<file path="config.mk">
export PLATFORM = sky130hd
export DESIGN_NAME = fetch_control
export DESIGN_NICKNAME = d
export VERILOG_FILES = /design/src/rtl/fetch_control.sv
export SDC_FILE = /design/constraint.sdc
export NUM_CORES = 1
export LEC_CHECK = 0
export BUFFER_PORTS_ARGS = -buffer_cell sky130_fd_sc_hd__buf_2
export CAP_MARGIN = 5
export CELL_PAD_IN_SITES_DETAIL_PLACEMENT = 0
export CELL_PAD_IN_SITES_GLOBAL_PLACEMENT = 2
export CORE_UTILIZATION = 28
export CTS_BUF_LIST = sky130_fd_sc_hd__clkbuf_4 sky130_fd_sc_hd__clkbuf_8
export DETAILED_ROUTE_END_ITERATION = 7
export GPL_TIMING_DRIVEN = 0
export MAX_ROUTING_LAYER = met4
export PLACE_DENSITY_LB_ADDON = 0.1
export SLEW_MARGIN = 5
export SYNTH_ARGS = -nofsm -noshare
export SYNTH_HDL_FRONTEND = slang
export SYNTH_SLANG_ARGS = --single-unit
</file>
<file path="constraint.sdc">
create_clock -name clk -period 1.3 [get_ports clk]
set_input_delay 0.13 -clock clk [delete_from_list [all_inputs] [get_ports clk]]
set_output_delay 0.13 -clock clk [all_outputs]
set_load 0.05 [all_outputs]
</file>
<file path="src/rtl/fetch_control.sv">
// Fetch-stage PC controller: boot vector, branch/stall handling, interrupt drain/vector and halt.
// Outputs are forced to the boot pattern while rst is low.
module fetch_control #(
    parameter int unsigned DRAIN_CYCLES = 3
) (
    input  logic       clk,
    input  logic       rst,
    input  logic       branch_taken,
    input  logic       stall_req,
    input  logic       int_req,
    input  logic       halt_req,
    output logic       pc_enable,
    output logic [1:0] pc_selection,
    output logic       flush_if,
    output logic       int_ack,
    output logic       save_pc,
    output logic       halted
);

    typedef enum logic [2:0] {StBoot, StRun, StDrain, StVector, StHalted} state_e;

    localparam logic [3:0] DrainLoad = 4'(DRAIN_CYCLES - 1);

    state_e     r_state, w_state_next;
    logic       r_int_pending, w_int_pending_next;
    logic [3:0] r_drain_cnt, w_drain_cnt_next;

    logic       w_en, w_flush, w_ack, w_save, w_halted;
    logic [1:0] w_sel;

    always_ff @(posedge clk or negedge rst) begin
        if (!rst) begin
            r_state       <= StBoot;
            r_int_pending <= 1'b0;
            r_drain_cnt   <= 4'd0;
        end else begin
            r_state       <= w_state_next;
            r_int_pending <= w_int_pending_next;
            r_drain_cnt   <= w_drain_cnt_next;
        end
    end

    always_comb begin
        w_state_next       = r_state;
        w_int_pending_next = r_int_pending;
        w_drain_cnt_next   = 4'd0;
        w_en               = 1'b0;
        w_sel              = 2'b00;
        w_flush            = 1'b0;
        w_ack              = 1'b0;
        w_save             = 1'b0;
        w_halted           = 1'b0;

        unique case (r_state)
            StBoot: begin
                w_en         = 1'b1;
                w_sel        = 2'b11;
                w_flush      = 1'b1;
                w_state_next = StRun;
            end
            StRun: begin
                if (branch_taken) begin
                    w_en    = 1'b1;
                    w_sel   = 2'b01;
                    w_flush = 1'b1;
                end else if (stall_req) begin
                    w_en = 1'b0;
                end else if (r_int_pending) begin
                    w_flush          = 1'b1;
                    w_drain_cnt_next = DrainLoad;
                    w_state_next     = StDrain;
                end else if (halt_req) begin
                    w_state_next = StHalted;
                end else begin
                    w_en = 1'b1;
                end
            end
            StDrain: begin
                w_flush = 1'b1;
                if (r_drain_cnt == 4'd0) begin
                    w_state_next = StVector;
                end else begin
                    w_drain_cnt_next = r_drain_cnt - 4'd1;
                end
            end
            StVector: begin
                w_en               = 1'b1;
                w_sel              = 2'b10;
                w_flush            = 1'b1;
                w_ack              = 1'b1;
                w_save             = 1'b1;
                w_int_pending_next = 1'b0;
                w_state_next       = StRun;
            end
            StHalted: begin
                w_halted = 1'b1;
                if (r_int_pending) begin
                    w_drain_cnt_next = DrainLoad;
                    w_state_next     = StDrain;
                end
            end
            default: w_state_next = StBoot;
        endcase

        // A new request beats the VECTOR clear so back-to-back interrupts survive.
        if (int_req) begin
            w_int_pending_next = 1'b1;
        end
    end

    assign pc_enable    = rst & w_en;
    assign pc_selection = rst ? w_sel : 2'b11;
    assign flush_if     = ~rst | w_flush;
    assign int_ack      = rst & w_ack;
    assign save_pc      = rst & w_save;
    assign halted       = rst & w_halted;

endmodule

</file>
; Word level (Yosys, flattened, before mapping)
; Cells that the tools add are included.
[classes]
bitwise = 5
addsub = 1
muxes = 28
reduce_logical = 6
eq_ne = 9
[op_table]
columns = operator, count
row1 = 2-to-1 mux 3 bit, 6
row2 = 2-to-1 mux 1 bit, 12
row3 = case mux 3 bit (4 select lines), 1
row4 = case mux 4 bit (3 select lines), 1
row5 = 2-to-1 mux 2 bit, 4
row6 = "inequality test 2 bit, second input constant", 4
row7 = "== test 3 x 2 -> 1 bit, second input constant", 2
row8 = case mux 2 bit (3 select lines), 1
row9 = AND reduction 5 bit, 1
row10 = zero test 4 bit, 1
row11 = 2-to-1 mux 4 bit, 1
row12 = case mux 1 bit (2 select lines), 2
row13 = "subtractor 4 x 1 -> 4 bit, second input constant", 1
row14 = bitwise AND 1 bit, 3
row15 = "== test 3 x 1 -> 1 bit, second input constant", 1
row16 = "== test 3 bit, second input constant", 1
row17 = zero test 3 bit, 1
row18 = "inequality test 3 bit, second input constant", 1
row19 = OR reduction 3 bit, 1
row20 = nonzero test 2 bit, 1
row21 = OR reduction 2 bit, 1
row22 = NOT 1 bit, 1
row23 = OR 1 bit, 1
[totals]
reg_bits = 8
word_cells = 52
input_bits = 6
output_inout_bits = 7

; Logic depth before layout (Yosys ltp)
; Gate-level depths: netlist (run 1).
[logic_depth]
depth_word = 6
mapped_depth = 5
ltp_nobuf = 5

; Least setup slack after synthesis (run 1)
; No wires, ideal clock.
[synth_timing]
path_type = reg-to-output
start = reg r_state[0]
end = out pc_enable
setup_slack_ns = -1.049
stages_incl_launch_ff = 4
t_required_ns = 1.170
arrival_ns = 2.219
cell_sequence = dfrtp_1 or3b_4 a21oi_1 nor4bb_1
[synth_between]
elab_chain_len = 4
word_cells_on_any_way = 6
[synth_lines]
columns = element, line
row1 = from (decl), 24  ; state_e r_state, w_state_next;
row2 = from (signal assigned), 33  ; r_state <= StBoot;
row3 = from (signal assigned), 37  ; r_state <= w_state_next;
row4 = == test 3 x 2 -> 1 bit or zero test 3 bit (tied branches), 54  ; unique case (r_state)
row5 = OR reduction 2 bit (no source line), n/a
row6 = case mux 1 bit (2 select lines) (*), 54
row7 = bitwise AND 1 bit (*), 111  ; assign pc_enable = rst & w_en;
row8 = to (decl), 12  ; output logic pc_enable,
; Every way passes the cells marked *; elsewhere a longest branch is shown, timed or not.

; Worst setup path after layout (run 1)
[layout_timing]
start = reg r_state[1]
end = out pc_enable
; The elaborated chain is that of the path after synthesis.

==> results.cfg, run 1 <==
[synth]
synth-simple-area-share_pct = 27.9
synth.avg_cell_area_sq_um = 9.38
synth_top_family_by_area = simple AND/OR/NAND/NOR gates
yosysUniqueCellTypes = 27
ys_seq_area_share_pct = 41.0
ys.warnings.count = 0
synth_fa_ha_area_share_pct = 5.13
syn-num-nets = 60
netlist_area_sq_um = 488
synthMuxAreaShare_pct = 0
yosys_register_bits = 8
synth_compound_area_share_pct = 13.6
postSynthCellCount = 52
synth_xor_area_share_pct = 5.38

[placement]
hpwl_um = 800
place_congestion = 0.705
portBuffers = 12
dp_cells = 80
placed_area_sq_um = 618

[sta]
max_freq_mhz = 627
slew_violations = 0
hold_violations = 0
rsz0062_at_grt = yes
fin_crit_sh_pct = 123
worst_pin_slew_ns = 0.370
relSlewSlack_pct = 75.3
fin_worst_skew_ns = 0.00281
fin_ws_ns = -0.294
min_period_ns = 1.59
setup_viol = 13

[route]
drcViolationCount = 3
drt-total-wl_mm = 1.37
drtPass1Iterations = 5
wl_per_cell_um = 13.7
postRouteAntennaNets = 0
vias = 496
via_per_inst = 4.96
first_iter_violations = 4

[layout]
finalNonFillerCells = 100
nets = 94
diodes = 0
fillers = 125
final_area_sq_um = 972
seqCellArea_sq_um = 204
drive_gt1_share_pct = 71.4
areaGrowthSynthToFinish_pct = 99.2
multi_input_area_sq_um = 397
final_cell_mix = 10 x buf_6, 10 x buf_4, 5 x buf_8, 5 x buf_2, 5 x dfrtp_1

[clock_network]
cts_sinks = 8
clk_pin_slew_ns = 0.05
cts_root_buf = clkbuf_4
htree_levels = 1
cts_tree = yes
clock_path_buffers = 2
clk_latency_ns = 0.25
cts_buffers = 3

[pwr]
irDropWorstVdd_v = 0.000583
cellPowerDensity_mw_per_mm2 = 882
p_leak_nw = 0.429
fin_total_pwr_mw = 0.857

[critical_path]
worstSetupPathType = register to output pin
worstSetupStartpointType = register
crit_required_ns = 1.17
crit_fanout = 3
crit_path_end_kind = output pin
crit_family = simple AND/OR/NAND/NOR gates
arrival_ns = 1.46
slowest_delay_ns = 0.43
crit_chain = or3b_4, a21oi_4, nor4bb_4, buf_6
slowest_stage = or3b_4
cp_num_buf_inv = 1

[outcome]
outcome = finished with violations
violations = DRC, setup timing

[worst_hold_path]
worstHoldPathType = input port to register

[die]
dieArea_sq_mm = 0.00191
io_pins = 13
core_area_sq_mm = 0.00156
core.rowCount = 14
die_x_um = 43.7
start_util_pct = 31.3
fp.dieH_um = 43.7

[grt]
grt_max_degree = 9
grt_pass1_wl_mm = 2.18
gr-total-overflow = 0
grtUsageTotal_pct = 16.4
grt_pass1_vias = 470
antenna_found_initial = 0

[flow_run]
max-cap-violations = 0
==> per-stage QoR <==
stage	TNS, ns	hold slack (ns)	setup WS [ns]	utilization (%)
after floorplan	-0.415	-0.166	-0.201	-
after global placement	-1.00	0.0357	-0.223	39.6
after detailed placement	-0.907	0.0373	-0.252	39.6
after CTS	-2.05	0.0506	-0.332	53.9
after global routing	-2.31	0.0635	-0.354	62.4
final	-1.62	0.0590	-0.294	62.4
==> worst register-to-register path, cell delays in order (launching register included) <==
cell and delay, ns:
dfrtp_2 0.42, or3b_4 0.44, buf_4 0.15, o32ai_2 0.23, nor2_1 0.07
==> report_power, final <==
group / leakage [nW] / internal, mW / switching (mW) / total (mW)
clock: 0.0138 / 0.105 / 0.0775 / 0.183
combinational: 0.316 / 0.197 / 0.189 / 0.386
sequential: 0.0993 / 0.267 / 0.0210 / 0.288
total: 0.429 / 0.569 / 0.288 / 0.857
==> logic make-up (layout without fill, tap and decap cells) <==
group                    Yosys count  after routing
flip-flops                         8              8
AND/OR/NAND/NOR                   22             22
AO/OA/AOI/OAI                     11             11
adder cells (fa/ha/maj)            2              2
buffers and inverters              6             38
XOR/XNOR                           3              3
==> registers in the layout (all words and copies together) (netlist names) <==
signal,count
r_drain_cnt,4
r_state,3
r_int_pending,1
==> path summary, 6_finish.rpt <==
| check | from | to | slack (ns) | cells past startpoint |
|---|---|---|---|---|
| max | r_state[1] | pc_enable | -0.29 | 4 |
| min | int_req | r_int_pending | 0.06 | 2 |
| max reg2reg | r_state[1] | r_state[0] | -0.13 | 4 |
| min reg2reg | r_int_pending | r_state[2] | 0.55 | 1 |
| max in group asynchronous | rst | r_state[0] | 0.55 | 2 |
| min in group asynchronous | rst | r_state[2] | 0.46 | 2 |
==> cells in the mapped netlist <==
master / instances / area, sq um
dfrtp_1: 8 / 200
nor2_1: 5 / 18.8
nor2b_1: 4 / 25.0
a21oi_1: 3 / 15.0
inv_1: 3 / 11.3
nand2_1: 3 / 11.3
ha_1: 2 / 25.0
nor3_1: 2 / 10.0
o21ai_0: 2 / 10.0
o21ai_1: 2 / 10.0
xnor2_1: 2 / 17.5
a21o_1: 1 / 7.51
and3_1: 1 / 6.26
and3b_1: 1 / 8.76
buf_4: 1 / 7.51
buf_6: 1 / 11.3
clkbuf_1: 1 / 3.75
nand2b_1: 1 / 6.26
nor3b_1: 1 / 7.51
nor4b_2: 1 / 15.0
nor4bb_1: 1 / 10.0
o211ai_1: 1 / 7.51
o31ai_1: 1 / 7.51
o32ai_1: 1 / 8.76
or3_1: 1 / 6.26
or3b_4: 1 / 11.3
xor2_1: 1 / 8.76
==> layer usage <==
metal | share of wire (%) | GRT usage [%]
met1 | 41 | 19.0
met2 | 53 | 26.6
met3 | 5.5 | 6.67
met4 | 0.58 | 3.75
met5 | 0 | -
==> cell type report <==
cell class	count	share of cell area (%)
repair buffers	30	29.6
multi-input cells	38	40.8
well taps	16	2.06
clock buffers	3	2.32
inverters	3	1.16
flip-flops and latches	8	21.0
plain buffers	2	3.09
==> repair_timing <==
action                                  4_1_cts  5_1_grt
pin swaps                                     5       13
setup buffers                                 9        8
hold buffers                                  1        0
endpoints found under the setup margin       12       14
resized for setup                            30       23
endpoints found under the hold margin         8        0
Power figures use the tool's default switching activity.
==> run 2: changes to the inputs <==
PLACE_DENSITY = 0.77   (was default)
PLACE_DENSITY_LB_ADDON = default   (was 0.1)
==> run 2 against run 1 <==
Against the previous run:
- the flow still finishes with violations (DRC, setup timing)
- sequential power hardly changed
- global-route usage rose by 1.5 points
- register-to-register slack improved by 0.05 ns
- sequential share of layout area is 0.52 points lower
- cell area grew 1.9%
- maximum frequency shrank 0.36%
- total power up 3.1%
- wire length increased by 4.5%
- critical path depth unchanged
- combinational power rose by 5%
- sequential cell count unchanged
- critical path type unchanged
- critical endpoint is now flush_if
==> results.cfg, run 2 (synthesized netlist as in run 1, its figures left out) <==
[clock_network]
cts_buffers = 3
clk_latency_ns = 0.26
htree_levels = 1
cts_sinks = 8
clk_pin_slew_ns = 0.05
cts_root_buf = clkbuf_4
clock_path_buffers = 2
cts_tree = yes

[route]
drcViolationCount = 1
wl_per_cell_um = 14.3
via_per_inst = 5.00
drtPass1Iterations = 6
first_iter_violations = 5
vias = 500
drt-total-wl_mm = 1.43
postRouteAntennaNets = 0

[die]
io_pins = 13
core.rowCount = 14
dieArea_sq_mm = 0.00191
start_util_pct = 31.3
die_x_um = 43.7
fp.dieH_um = 43.7
core_area_sq_mm = 0.00156

[critical_path]
crit_fanout = 3
cp_num_buf_inv = 1
slowest_stage = or3b_4
crit_family = simple AND/OR/NAND/NOR gates
crit_path_end_kind = output pin
slowest_delay_ns = 0.44
worstSetupStartpointType = register
arrival_ns = 1.47
crit_required_ns = 1.17
crit_chain = or3b_4, a21oi_2, o21ai_2, buf_6
worstSetupPathType = register to output pin

[layout]
multi_input_area_sq_um = 419
nets = 94
largest_reg_flops = 4
seqCellArea_sq_um = 203
diodes = 0
fillers = 134
final_cell_mix = 13 x buf_4, 6 x buf_6, 6 x dfrtp_1
largest_registers = r_drain_cnt x4, r_state x3, r_int_pending x1
largest-register = r_drain_cnt
final_common_cell = buf_4
drive_gt1_share_pct = 72.6
areaGrowthSynthToFinish_pct = 103

[sta]
fin_crit_sh_pct = 123
worst_pin_slew_ns = 0.399
rsz0062_at_grt = yes
fin_worst_skew_ns = 0.00114
min_period_ns = 1.60
slew_violations = 0
hold_violations = 0
timing.hold.ws_ns = 0.0512
fin_ws_ns = -0.300
max_freq_mhz = 625
setup_viol = 11
tns_ns = -1.43
relSlewSlack_pct = 73.3

[grt]
grt_pass1_wl_mm = 2.33
antenna_found_initial = 0
grt_max_degree = 9
grtUsageTotal_pct = 17.9
grt_pass1_vias = 494
gr-total-overflow = 0

[worst_hold_path]
worstHoldPathType = input port to register

[placement]
place_congestion = 0.686
place_ws_ns = -0.235
hpwl_um = 733
portBuffers = 12

[pwr]
p_leak_nw = 0.451
irDropWorstVdd_v = 0.000497
cellPowerDensity_mw_per_mm2 = 892

[outcome]
outcome = finished with violations
violations = DRC, setup timing

[flow_run]
max-cap-violations = 0
[run 2: cell counts in the layout (fill, tap and decap cells not counted)]
No cell type changed its count.
[run 2: stage by stage]
| step | total power [mW] | instances | cell area (sq um) | utilization, % |
|---|---|---|---|---|
| floorplan | 0.474 | 52 | 538 | - |
| global placement | 0.528 | 80 | 618 | 39.6 |
| detailed placement | 0.527 | 80 | 618 | 39.6 |
| CTS | 0.855 | 100 | 938 | 60.2 |
| global route | 0.929 | 100 | 991 | 63.6 |
| finish | 0.884 | 100 | 991 | 63.6 |
[run 2: power breakdown]
group,switching (mW),leakage [nW],internal (mW),total [mW]
sequential,0.0188,0.101,0.266,0.285
clock,0.0877,0.0138,0.106,0.194
combinational,0.195,0.336,0.210,0.405
[run 2: layout make-up]
class / count / share of cell area [%]
plain buffers: 2 / 3.03
inverters: 3 / 1.14
flip-flops and latches: 8 / 20.5
repair buffers: 30 / 28.8
well taps: 16 / 2.02
multi-input cells: 38 / 42.3
clock buffers: 3 / 2.27
[run 2: what timing repair did]
action                                 CTS  global route
gates resized for setup                 37            14
setup buffers                           16             2
hold buffers                             1             0
endpoints found under the hold margin    8             0
pin swaps                                9            14
setup endpoints to repair               12            14
gates cloned                             0             0
[run 2: routing by layer]
metal  routed length, um  GRT usage [%]
met4                  20           7.50
met1                 604           20.0
met2                 741           29.3
met5                   0              -
met3                  67           5.83
[run 2: worst paths after layout]
| path | start | endpoint | slack [ns] | cells past startpoint |
|---|---|---|---|---|
| worst max-delay path | r_state[1] | flush_if | -0.30 | 4 |
| worst min-delay path | int_req | r_int_pending | 0.05 | 2 |
| worst max register to register | r_state[1] | r_state[0] | -0.08 | 4 |
| worst min register to register | r_int_pending | r_state[2] | 0.53 | 1 |
| max in group asynchronous | rst | r_int_pending | 0.53 | 2 |
| min in group asynchronous | rst | r_drain_cnt[2] | 0.47 | 2 |
